==> src/rtl/uart_rx_ctrl_if.sv <==
// Signal bundle between the UART receive frame controller and its surroundings
// (synchronised RX line, majority-vote sampler and the RX output register).
interface uart_rx_ctrl_if #(
  parameter int DATA_W = 8
);
  logic              i_rx_in;
  logic [5:0]        i_Prescale;
  logic              i_par_en;
  logic              i_par_typ;
  logic              i_sample_bit;
  logic              o_data_samp_en;
  logic [4:0]        o_edge_cnt;
  logic [5:0]        o_prescale;
  logic [DATA_W-1:0] o_p_data;
  logic              o_data_valid;
  logic              o_par_err;
  logic              o_stp_err;
  logic              o_strt_glitch;
  logic              o_busy;

  modport master (
    output i_rx_in, i_Prescale, i_par_en, i_par_typ, i_sample_bit,
    input  o_data_samp_en, o_edge_cnt, o_prescale, o_p_data,
           o_data_valid, o_par_err, o_stp_err, o_strt_glitch, o_busy
  );

  modport slave (
    input  i_rx_in, i_Prescale, i_par_en, i_par_typ, i_sample_bit,
    output o_data_samp_en, o_edge_cnt, o_prescale, o_p_data,
           o_data_valid, o_par_err, o_stp_err, o_strt_glitch, o_busy
  );
endinterface

==> src/rtl/uart_rx_ctrl.sv <==
// UART receive frame controller: start detection, per-bit edge counting,
// frame assembly from the sampler's voted bit and parity/stop checking.
module uart_rx_ctrl #(
  parameter int DATA_W = 8
) (
  input logic           i_clk,
  input logic           i_reset,
  uart_rx_ctrl_if.slave bus
);
  localparam int BCW = (DATA_W > 1) ? $clog2(DATA_W) : 1;

  typedef enum logic [2:0] {Idle, Start, Data, Parity, Stop} state_e;

  state_e            state_q, state_d;
  logic [4:0]        edgeCnt_q, edgeCnt_d;
  logic [BCW-1:0]    bitCnt_q, bitCnt_d;
  logic [DATA_W-1:0] shift_q, shift_d;
  logic [DATA_W-1:0] pData_q, pData_d;
  logic [5:0]        prescale_q, prescale_d;
  logic              parEn_q, parEn_d;
  logic              parTyp_q, parTyp_d;
  logic              parBad_q, parBad_d;
  logic              dataValid_q, dataValid_d;
  logic              parErr_q, parErr_d;
  logic              stpErr_q, stpErr_d;
  logic              strtGlitch_q, strtGlitch_d;

  logic bitEnd;
  logic prescaleLegal;
  logic expParity;

  // Prescale of 32 wraps to 0 in 5 bits, so P-1 is formed in 6 bits first.
  assign bitEnd        = (edgeCnt_q == 5'(prescale_q - 6'd1));
  assign prescaleLegal = (bus.i_Prescale == 6'd8) || (bus.i_Prescale == 6'd16) ||
                         (bus.i_Prescale == 6'd32);
  assign expParity     = parTyp_q ? ~^shift_q : ^shift_q;

  always_comb begin
    state_d      = state_q;
    edgeCnt_d    = (state_q == Idle) ? 5'd0 : (bitEnd ? 5'd0 : edgeCnt_q + 5'd1);
    bitCnt_d     = bitCnt_q;
    shift_d      = shift_q;
    pData_d      = pData_q;
    prescale_d   = prescale_q;
    parEn_d      = parEn_q;
    parTyp_d     = parTyp_q;
    parBad_d     = parBad_q;
    dataValid_d  = 1'b0;
    parErr_d     = 1'b0;
    stpErr_d     = 1'b0;
    strtGlitch_d = 1'b0;

    unique case (state_q)
      Idle: begin
        if (!bus.i_rx_in && prescaleLegal) begin
          state_d    = Start;
          prescale_d = bus.i_Prescale;
          parEn_d    = bus.i_par_en;
          parTyp_d   = bus.i_par_typ;
          parBad_d   = 1'b0;
        end
      end
      Start: begin
        if (bitEnd) begin
          if (!bus.i_sample_bit) begin
            state_d  = Data;
            bitCnt_d = '0;
          end else begin
            strtGlitch_d = 1'b1;
            state_d      = Idle;
          end
        end
      end
      Data: begin
        if (bitEnd) begin
          shift_d  = {bus.i_sample_bit, shift_q[DATA_W-1:1]};
          bitCnt_d = bitCnt_q + BCW'(1);
          if (bitCnt_q == BCW'(DATA_W - 1)) begin
            state_d = parEn_q ? Parity : Stop;
          end
        end
      end
      Parity: begin
        if (bitEnd) begin
          parBad_d = (bus.i_sample_bit != expParity);
          state_d  = Stop;
        end
      end
      Stop: begin
        // Result pulses register here so they land in the first Idle cycle.
        if (bitEnd) begin
          state_d  = Idle;
          parErr_d = parBad_q;
          stpErr_d = !bus.i_sample_bit;
          if (!parBad_q && bus.i_sample_bit) begin
            dataValid_d = 1'b1;
            pData_d     = shift_q;
          end
        end
      end
      default: state_d = Idle;
    endcase
  end

  always_ff @(posedge i_clk) begin
    if (i_reset) begin
      state_q      <= Idle;
      edgeCnt_q    <= 5'd0;
      bitCnt_q     <= '0;
      shift_q      <= '0;
      pData_q      <= '0;
      prescale_q   <= 6'd8;
      parEn_q      <= 1'b0;
      parTyp_q     <= 1'b0;
      parBad_q     <= 1'b0;
      dataValid_q  <= 1'b0;
      parErr_q     <= 1'b0;
      stpErr_q     <= 1'b0;
      strtGlitch_q <= 1'b0;
    end else begin
      state_q      <= state_d;
      edgeCnt_q    <= edgeCnt_d;
      bitCnt_q     <= bitCnt_d;
      shift_q      <= shift_d;
      pData_q      <= pData_d;
      prescale_q   <= prescale_d;
      parEn_q      <= parEn_d;
      parTyp_q     <= parTyp_d;
      parBad_q     <= parBad_d;
      dataValid_q  <= dataValid_d;
      parErr_q     <= parErr_d;
      stpErr_q     <= stpErr_d;
      strtGlitch_q <= strtGlitch_d;
    end
  end

  assign bus.o_data_samp_en = (state_q != Idle);
  assign bus.o_busy         = (state_q != Idle);
  assign bus.o_edge_cnt     = edgeCnt_q;
  assign bus.o_prescale     = prescale_q;
  assign bus.o_p_data       = pData_q;
  assign bus.o_data_valid   = dataValid_q;
  assign bus.o_par_err      = parErr_q;
  assign bus.o_stp_err      = stpErr_q;
  assign bus.o_strt_glitch  = strtGlitch_q;
endmodule

==> src/flat_wrapper.sv <==
// flat-port wrapper written by rule: the top's interface ports become plain ports
module uart_rx_ctrl_flat 
#(
  parameter int DATA_W = 8
)
  (i_clk, i_reset, bus_i_rx_in, bus_i_Prescale, bus_i_par_en, bus_i_par_typ, bus_i_sample_bit, bus_o_data_samp_en, bus_o_edge_cnt, bus_o_prescale, bus_o_p_data, bus_o_data_valid, bus_o_par_err, bus_o_stp_err, bus_o_strt_glitch, bus_o_busy);
  uart_rx_ctrl_if #(.DATA_W(DATA_W)) bus_i ();
  input logic i_clk;
  input logic i_reset;
  input wire logic [$bits(bus_i.i_rx_in)-1:0] bus_i_rx_in;
  input wire logic [$bits(bus_i.i_Prescale)-1:0] bus_i_Prescale;
  input wire logic [$bits(bus_i.i_par_en)-1:0] bus_i_par_en;
  input wire logic [$bits(bus_i.i_par_typ)-1:0] bus_i_par_typ;
  input wire logic [$bits(bus_i.i_sample_bit)-1:0] bus_i_sample_bit;
  output wire logic [$bits(bus_i.o_data_samp_en)-1:0] bus_o_data_samp_en;
  output wire logic [$bits(bus_i.o_edge_cnt)-1:0] bus_o_edge_cnt;
  output wire logic [$bits(bus_i.o_prescale)-1:0] bus_o_prescale;
  output wire logic [$bits(bus_i.o_p_data)-1:0] bus_o_p_data;
  output wire logic [$bits(bus_i.o_data_valid)-1:0] bus_o_data_valid;
  output wire logic [$bits(bus_i.o_par_err)-1:0] bus_o_par_err;
  output wire logic [$bits(bus_i.o_stp_err)-1:0] bus_o_stp_err;
  output wire logic [$bits(bus_i.o_strt_glitch)-1:0] bus_o_strt_glitch;
  output wire logic [$bits(bus_i.o_busy)-1:0] bus_o_busy;
  assign bus_i.i_rx_in = bus_i_rx_in;
  assign bus_i.i_Prescale = bus_i_Prescale;
  assign bus_i.i_par_en = bus_i_par_en;
  assign bus_i.i_par_typ = bus_i_par_typ;
  assign bus_i.i_sample_bit = bus_i_sample_bit;
  assign bus_o_data_samp_en = bus_i.o_data_samp_en;
  assign bus_o_edge_cnt = bus_i.o_edge_cnt;
  assign bus_o_prescale = bus_i.o_prescale;
  assign bus_o_p_data = bus_i.o_p_data;
  assign bus_o_data_valid = bus_i.o_data_valid;
  assign bus_o_par_err = bus_i.o_par_err;
  assign bus_o_stp_err = bus_i.o_stp_err;
  assign bus_o_strt_glitch = bus_i.o_strt_glitch;
  assign bus_o_busy = bus_i.o_busy;
  uart_rx_ctrl #(.DATA_W(DATA_W)) u_core (.i_clk(i_clk), .i_reset(i_reset), .bus(bus_i));
endmodule
==> config.mk <==
export PLATFORM = sky130hd
export DESIGN_NAME = uart_rx_ctrl_flat
export DESIGN_NICKNAME = d
export VERILOG_FILES = /design/src/rtl/uart_rx_ctrl_if.sv /design/src/rtl/uart_rx_ctrl.sv /design/src/flat_wrapper.sv
export SDC_FILE = /design/constraint.sdc
export NUM_CORES = 1
export LEC_CHECK = 0
export CORE_MARGIN = 2
export CORE_UTILIZATION = 30
export CTS_BUF_LIST = sky130_fd_sc_hd__clkbuf_4
export CTS_CLUSTER_SIZE = 20
export DETAILED_ROUTE_END_ITERATION = 10
export PLACE_DENSITY = 0.58
export SYNTH_ARGS = -nofsm -noshare
export SYNTH_HDL_FRONTEND = slang
export SYNTH_SLANG_ARGS = --single-unit
==> constraint.sdc <==
create_clock -name i_clk -period 2.6 [get_ports i_clk]
set_input_delay 0.52 -clock i_clk [delete_from_list [all_inputs] [get_ports i_clk]]
set_output_delay 0.52 -clock i_clk [all_outputs]
set_load 0.02 [all_outputs]
# Word level (Yosys, flattened, before mapping)
# Index checks and enable logic that the tools add are counted.
# op_classes
addsub	3
n_eq_ne	17
mux	19
n_bitwise	3
n_reduce_logical	22
# op_table
op	count
3-bit two-way mux	10
3-bit one-hot mux with 5 select lines	1
2-bit by 1-bit inequality test with 1-bit output (second input constant)	5
3-bit OR reduction	3
8-bit XNOR reduction	1
8-bit parity	1
3-bit by 2-bit == test with 1-bit output (second input constant)	2
3-bit == test (second input constant)	2
6-bit by 4-bit == test with 1-bit output (second input constant)	1
6-bit by 5-bit == test with 1-bit output (second input constant)	1
6-bit == test (second input constant)	1
3-bit one-hot mux with 2 select lines	1
3-bit AND reduction	2
6-bit AND reduction	1
5-bit by 1-bit adder with 5-bit output (second input constant)	1
5-bit == test	1
1-bit two-way mux	5
5-bit by 1-bit subtractor with 5-bit output (second input constant)	1
2-bit inequality test (second input constant)	2
2-bit AND reduction	2
4-bit AND reduction	1
2-bit nonzero test	2
3-bit by 1-bit adder with 3-bit output (second input constant)	1
3-bit by 1-bit == test with 1-bit output (second input constant)	1
other kinds (9)	15
# word_totals
register_bits	40
input_bits	12
output_inout_bits	25
elab_cells	77

# Longest topological paths before layout
# Gate-level depths: netlist of run 1.
# depth
ltp_word	6
mapped_depth	9
ltp_nobuf	7

# Least setup slack after synthesis of run 1
# No wires, ideal clock.
# synth_timing
kind	register to register
startpoint	reg u_core.prescale_q[0] (netlist: u_core.bus.o_prescale[0])
endpoint	reg u_core.state_q[0]
setup_ns	0.103
t_arrival_ns	2.045
required_time_ns	2.497
setup_slack_ns	0.451
stages_incl_launch_ff	9
n_path_buf	1
period_less_slack_ns	2.149
path_cell_list	dfxtp_1 inv_1 ha_1 xor2_1 o211ai_4 a211oi_2 buf_4 a41oi_2 a2111oi_2
# synth_between
elab_chain_len	4
word_cells_on_any_way	7
classes_between	1 x add/sub; 5 x eq/ne; 1 x reduce/logical
# synth_rtl
item	line	text
start, declared	uart_rx_ctrl.sv:19	logic [5:0] prescale_q, prescale_d;
start signal, assigned	uart_rx_ctrl.sv:126	prescale_q <= prescale_d;
5-bit by 1-bit subtractor with 5-bit output *	uart_rx_ctrl.sv:33	assign bitEnd = (edgeCnt_q == 5'(prescale_q - 6'd1));
5-bit == test *	uart_rx_ctrl.sv:33	
2-bit by 1-bit inequality test with 1-bit output (no source line)	-	
6-bit AND reduction (no source line) *	-	
end signal, assigned	uart_rx_ctrl.sv:107	state_q <= Idle;
end signal, assigned	uart_rx_ctrl.sv:121	state_q <= state_d;
end, declared	uart_rx_ctrl.sv:14	state_e state_q, state_d;
# Mark *: on every way between the ends. The rest lies on a longest branch, timed or not.
# A chain may end at the register's enable or synchronous reset.

# Final worst setup path of run 1
# layout_timing
startpoint	reg u_core.state_q[0]
endpoint	out bus_o_busy
# layout_between
elab_chain_len	1
# layout_rtl
item	line	text
3-bit nonzero test	uart_rx_ctrl.sv:138	assign bus.o_busy = (state_q != Idle);
end, declared	flat_wrapper.sv:23	output wire logic [$bits(bus_i.o_busy)-1:0] bus_o_busy;
# No other way between the ends.

==> impl_metrics.env, run 1 <==
export IMPL_status="finished clean"
export IMPL_crit_chain="or3_1, clkdlybuf4s50_1"
export IMPL_slew_viol_final=0
export IMPL_ctsHoldBuffers=0
export IMPL_routedWlPerCell_um=13.3
export IMPL_yosys_warnings=0
export IMPL_p_per_area_nw_per_um2=423
export IMPL_gp_congestion=0.797
export IMPL_synth_top_area_share_pct=41.5
export IMPL_drtIter0Drc=88
export IMPL_post_synth_top_count_cell="dfxtp_1"
export IMPL_reg2reg_depth=7
export IMPL_setup_violations=0
export IMPL_drc=0
export IMPL_diodes=0
export IMPL_area_growth_pct=26.2
export IMPL_finish_instance_area_um2=2430
export IMPL_synthXorXnorAreaFrac_pct=9.86
export IMPL_period_minus_slack_ns=2.42
export IMPL_via_count=1594
export IMPL_hpwl_um=3100
export IMPL_min_path_cells=2
export IMPL_crit_type="register to output port"
export IMPL_die_w_um=84.2
export IMPL_synth_seq_area_share_pct=41.5
export IMPL_synthCells=214
export IMPL_cts_setup_buffers=0
export IMPL_drt_pass1_iter_count=4
export IMPL_start_kind="register"
export IMPL_ir_drop_v=0.000177
export IMPL_finalHoldViolCount=0
export IMPL_synthAdderAreaFrac_pct=2.59
export IMPL_path_clk_slew_ns=0.12
export IMPL_antenna_found_initial=0
export IMPL_cp_end_kind="output port"
export IMPL_die_h_um=84.2
export IMPL_relSlewSlack_pct=59.4
export IMPL_postSynthAreaPerCell_um2=9.02
export IMPL_cts_max_level=2
export IMPL_grt_overflow_total=0
export IMPL_ys_types=42
export IMPL_ctsRootBufferMaster="clkbuf_4"
export IMPL_initial_utilization_pct=30.7
export IMPL_insertion_delay_ns=0.35
export IMPL_num_rows=29
export IMPL_io_buffers=36
export IMPL_antenna_left=0
export IMPL_worst_pin_slew_ns=0.605
export IMPL_numCtsBuffers=5
export IMPL_grt_setup_unrepaired="false"
export IMPL_synthesis_nets=230
export IMPL_synth_main_ff_cell="dfxtp_1"
export IMPL_grt_pass1_wl_um=7200
export IMPL_fin_crit_sh_pct=93.2
export IMPL_cts_max_path_buffers=2
export IMPL_wirelength_um=4320
export IMPL_slowest_delay_ns=0.58
export IMPL_ys_ff_latch=40
export IMPL_drv_cap=0
export IMPL_critPathMaxFanout=13
export IMPL_clock_sinks=40
export IMPL_cts_tree="built"
export IMPL_placed_area_um2=2370
export IMPL_grt_total_usage_pct=12.8
export IMPL_required_ns=2.08
export IMPL_fmax_mhz=413
export IMPL_nFillCells=661
export IMPL_cts_resized=0
export IMPL_drive_gt1_share_pct=9.31
export IMPL_grt_max_degree=24
export IMPL_synth_top_family_by_area="compound AO/OA/AOI/OAI gates"
export IMPL_hp_class="register to register"
export IMPL_synthMuxAreaShare_pct=2.08
export IMPL_grt_pass1_vias=1448
export IMPL_p_leak_nw=0.817
export IMPL_synthTopCellsByArea="dfxtp_1 42%, a21oi_1 5.2%, nand2_1 4.3%, xnor2_1 4.1%, o21ai_0 3.9%"
export IMPL_dp_cells=316
export IMPL_worstPathArrival_ns=1.90
export IMPL_synth_edf_count=0
export IMPL_synthTopCellsByCount="40 x dfxtp_1, 22 x nand2_1, 20 x a21oi_1"
export IMPL_synth_compound_area_share_pct=20.0
export IMPL_die_area_um2=7090
export IMPL_final_cells=324
export IMPL_coreArea_um2=6280
export IMPL_nets=262
export IMPL_yosys_area_top_type="dfxtp_1"
export IMPL_vias_per_cell=4.92
export IMPL_finClkSkew_ns=0.0201
export IMPL_ioPinCount=37
export IMPL_cp_slowest_cell="clkdlybuf4s50_1"
export IMPL_regArea_um2=801
export IMPL_finalSetupTns_ns=0
export IMPL_syn_area_um2=1930
export IMPL_synthSimpleGateAreaFrac_pct=19.5
export IMPL_async_flop_share_pct=0
export IMPL_multi_input_area_um2=1040
## critical path: cells and delay by family, from the launching register on
family	cells	cell delay, ns
buf+inv	1	0.58
flops	1	0.45
simple gates	1	0.54
## flip-flops by register name, indices dropped and copies added (netlist names)
| name | flops |
|---|---|
| u_core.bus.o_stp_err | 1 |
| u_core.bus.o_edge_cnt | 5 |
| u_core.bus.o_strt_glitch | 1 |
| u_core.state_q | 3 |
| u_core.bus.o_p_data | 8 |
| u_core.parTyp_q | 1 |
| u_core.bus.o_data_valid | 1 |
| u_core.parBad_q | 1 |
| u_core.bitCnt_q | 3 |
| u_core.parEn_q | 1 |
| u_core.bus.o_prescale | 6 |
| u_core.bus.o_par_err | 1 |
| u_core.shift_q | 8 |
## stage by stage
stage	hold slack (ns)	total power [mW]	setup slack (ns)	utilization [%]
CTS	0.487	1.04	0.175	38.8
floorplan	0.417	0.676	0.451	-
global placement	0.461	0.711	0.275	37.8
finish	0.480	1.03	0.178	38.8
global route	0.508	1.07	0.0682	38.8
detailed placement	0.469	0.711	0.169	37.8
## report_power, final
group | internal (mW) | switching (mW)
clock | 0.130 | 0.202
combinational | 0.0379 | 0.0384
sequential | 0.616 | 0.00548
## final cells by class
class / count / area share (%)
multi-input combinational: 155 / 42.8
sequential: 40 / 32.9
timing repair buffer: 41 / 17.4
tap: 77 / 3.96
clock buffer: 7 / 2.16
inverter: 3 / 0.462
clock inverter: 1 / 0.360
## layer usage
layer  vias to the layer above  wire length [µm]  track usage, %
met2                        35              1940            19.7
met4                         0                78            5.57
li1                        807                 -               -
met5                         -                 0               0
met3                         6               150            2.46
met1                       746              2150            17.4
## cell families (layout without fill, tap and decap cells)
family | count (synthesis) | after routing
buffers and inverters | 19 | 52
adders and majority gates | 4 | 4
and+or+nand+nor | 76 | 76
AOI/OAI and AO/OA | 53 | 53
muxes | 4 | 4
DFF | 40 | 40
xor gates and xnor gates | 18 | 18
## path summary, 6_finish.rpt
| path | startpoint | end | slack (ns) |
|---|---|---|---|
| max | u_core.state_q[0] | bus_o_busy | 0.18 |
| min | u_core.bus.o_p_data[4] | u_core.bus.o_p_data[4] | 0.48 |
| max reg2reg | u_core.bus.o_prescale[0] | u_core.state_q[0] | 0.30 |
| min reg2reg | u_core.bus.o_p_data[4] | u_core.bus.o_p_data[4] | 0.48 |
## placed cells by master, fill, tap and decap left out, types with 7 or more instances in the layout
master / Yosys / routed
nor3_1: 7 / 7
a21oi_1: 20 / 20
nand3_1: 14 / 14
o21ai_0: 15 / 15
nand2_1: 22 / 22
nor2_1: 13 / 13
clkbuf_4: 0 / 7
xor2_1: 7 / 7
xnor2_1: 9 / 9
dfxtp_1: 40 / 40
clkdlybuf4s50_1: 0 / 36
No activity file was read; power rests on OpenSTA's default activity.
==> run 2: changes to the inputs <==
GPL_TIMING_DRIVEN = 0   (was unset)
==> impl_metrics.env, run 2 (synthesized netlist as in run 1, its figures left out) <==
export IMPL_die_w_um=84.2
export IMPL_crit_type="register to output port"
export IMPL_status="finished clean"
export IMPL_setup_violations=0
export IMPL_cts_max_path_buffers=2
export IMPL_routedWlPerCell_um=13.4
export IMPL_hp_class="register to register"
export IMPL_num_rows=29
export IMPL_antenna_left=0
export IMPL_drtIter0Drc=54
export IMPL_area_growth_pct=26.5
export IMPL_critPathMaxFanout=10
export IMPL_nFillCells=660
export IMPL_p_leak_nw=0.822
export IMPL_path_clk_slew_ns=0.11
export IMPL_start_kind="register"
export IMPL_fin_crit_sh_pct=96.1
export IMPL_grt_pass1_vias=1589
export IMPL_fmax_mhz=400
export IMPL_cp_end_kind="output port"
export IMPL_diodes=0
export IMPL_ioPinCount=37
export IMPL_ctsHoldBuffers=0
export IMPL_p_per_area_nw_per_um2=450
export IMPL_grt_max_degree=13
export IMPL_cp_slowest_cell="clkdlybuf4s50_1"
export IMPL_die_h_um=84.2
export IMPL_cts_max_level=2
export IMPL_worst_pin_slew_ns=0.568
export IMPL_multi_input_area_um2=1040
export IMPL_drc=0
export IMPL_drv_cap=0
export IMPL_regArea_um2=801
export IMPL_numCtsBuffers=5
export IMPL_gp_congestion=0.771
export IMPL_io_buffers=34
export IMPL_grt_pass1_wl_um=7740
export IMPL_finalSetupTns_ns=0
export IMPL_worstPathArrival_ns=1.98
export IMPL_placed_area_um2=2370
export IMPL_nets=271
export IMPL_cts_tree="built"
export IMPL_cp_num_buf_inv=4
export IMPL_final_cell_mix="40 x dfxtp_1, 34 x clkdlybuf4s50_1, 22 x nand2_1"
export IMPL_slew_viol_final=0
export IMPL_place_ws_ns=0.148
export IMPL_finClkSkew_ns=0.0130
export IMPL_finalHoldViolCount=0
export IMPL_coreArea_um2=6280
export IMPL_slowest_delay_ns=0.52
export IMPL_cp_top_family="buffers and inverters"
export IMPL_die_area_um2=7090
export IMPL_via_count=1635
export IMPL_crit_chain="buf_2, or3_1, clkbuf_1, buf_4, clkdlybuf4s50_1"
export IMPL_grt_overflow_total=0
export IMPL_ctsRootBufferMaster="clkbuf_4"
export IMPL_drive_gt1_share_pct=8.59
export IMPL_hpwl_um=3210
export IMPL_clock_sinks=40
export IMPL_initial_utilization_pct=30.7
export IMPL_insertion_delay_ns=0.35
export IMPL_grt_total_usage_pct=13.4
export IMPL_period_minus_slack_ns=2.50
export IMPL_setup_ws_ns=0.103
export IMPL_relSlewSlack_pct=62.1
export IMPL_ir_drop_v=0.000210
export IMPL_vias_per_cell=4.91
export IMPL_final_common_cell="dfxtp_1"
export IMPL_required_ns=2.08
export IMPL_grt_setup_unrepaired="false"
export IMPL_finish_instance_area_um2=2440
export IMPL_cts_resized=0
export IMPL_wirelength_um=4480
export IMPL_antenna_found_initial=0
export IMPL_drt_pass1_iter_count=4
export IMPL_cts_setup_buffers=0
==> run 2: cell types whose count changed in the layout (fill, tap and decap cells not counted) <==
cell,change
buf_1,+2
clkinv_4,-1
bufinv_16,+1
buf_2,+3
buf_12,-2
clkdlybuf4s50_1,-2
clkbuf_1,+8
clkinv_1,+2
clkbuf_4,-2
==> run 2: final cells by class <==
class                   instances  share of cell area [%]
inverters                       3                   0.461
well taps                      77                    3.95
clock buffers                   5                    1.54
multi-input cells             155                    42.7
flip-flops and latches         40                    32.8
repair buffers                 34                    13.9
plain buffers                  16                    3.08
clock inverters                 3                    1.54
==> run 2: per-stage QoR <==
step                      util, %  total power, mW  std cells  hold slack [ns]
final                        38.9             1.10        333            0.479
after global routing         38.9             1.16        333            0.517
after CTS                    38.9             1.11        333            0.489
after detailed placement     37.7            0.709        325            0.472
after global placement       37.7            0.710        325            0.465
after floorplan                 -            0.676        214            0.417
==> run 2: worst reg2reg max path, delay by kind of cell, from the launching register on <==
family	cells	cell delay, ns
xor gates and xnor gates	1	0.22
DFF	1	0.41
AOI/OAI and AO/OA	4	0.95
adders and majority gates	1	0.30
buffers and inverters	2	0.31
==> run 2: worst paths after layout <==
kind / end / slack [ns] / cells after the start / start
max: bus_o_data_samp_en / 0.10 / 5 / u_core.state_q[1]
min: u_core.bus.o_data_valid / 0.48 / 1 / u_core.parBad_q
max reg2reg: u_core.state_q[0] / 0.31 / 8 / u_core.bus.o_prescale[0]
min reg2reg: u_core.bus.o_data_valid / 0.48 / 1 / u_core.parBad_q
==> run 2: where the power goes <==
part           switching (mW)  internal [mW]
Sequential            0.00282          0.616
Combinational          0.0420         0.0354
Clock                   0.206          0.197
Total                   0.251          0.848
==> run 2: layer usage <==
metal	global-route usage (%)	vias to the layer above	wire, µm
met5	0	-	0
met3	3.54	7	150
li1	-	833	-
met2	20.3	29	2030
met1	18.4	766	2220
met4	4.99	0	76
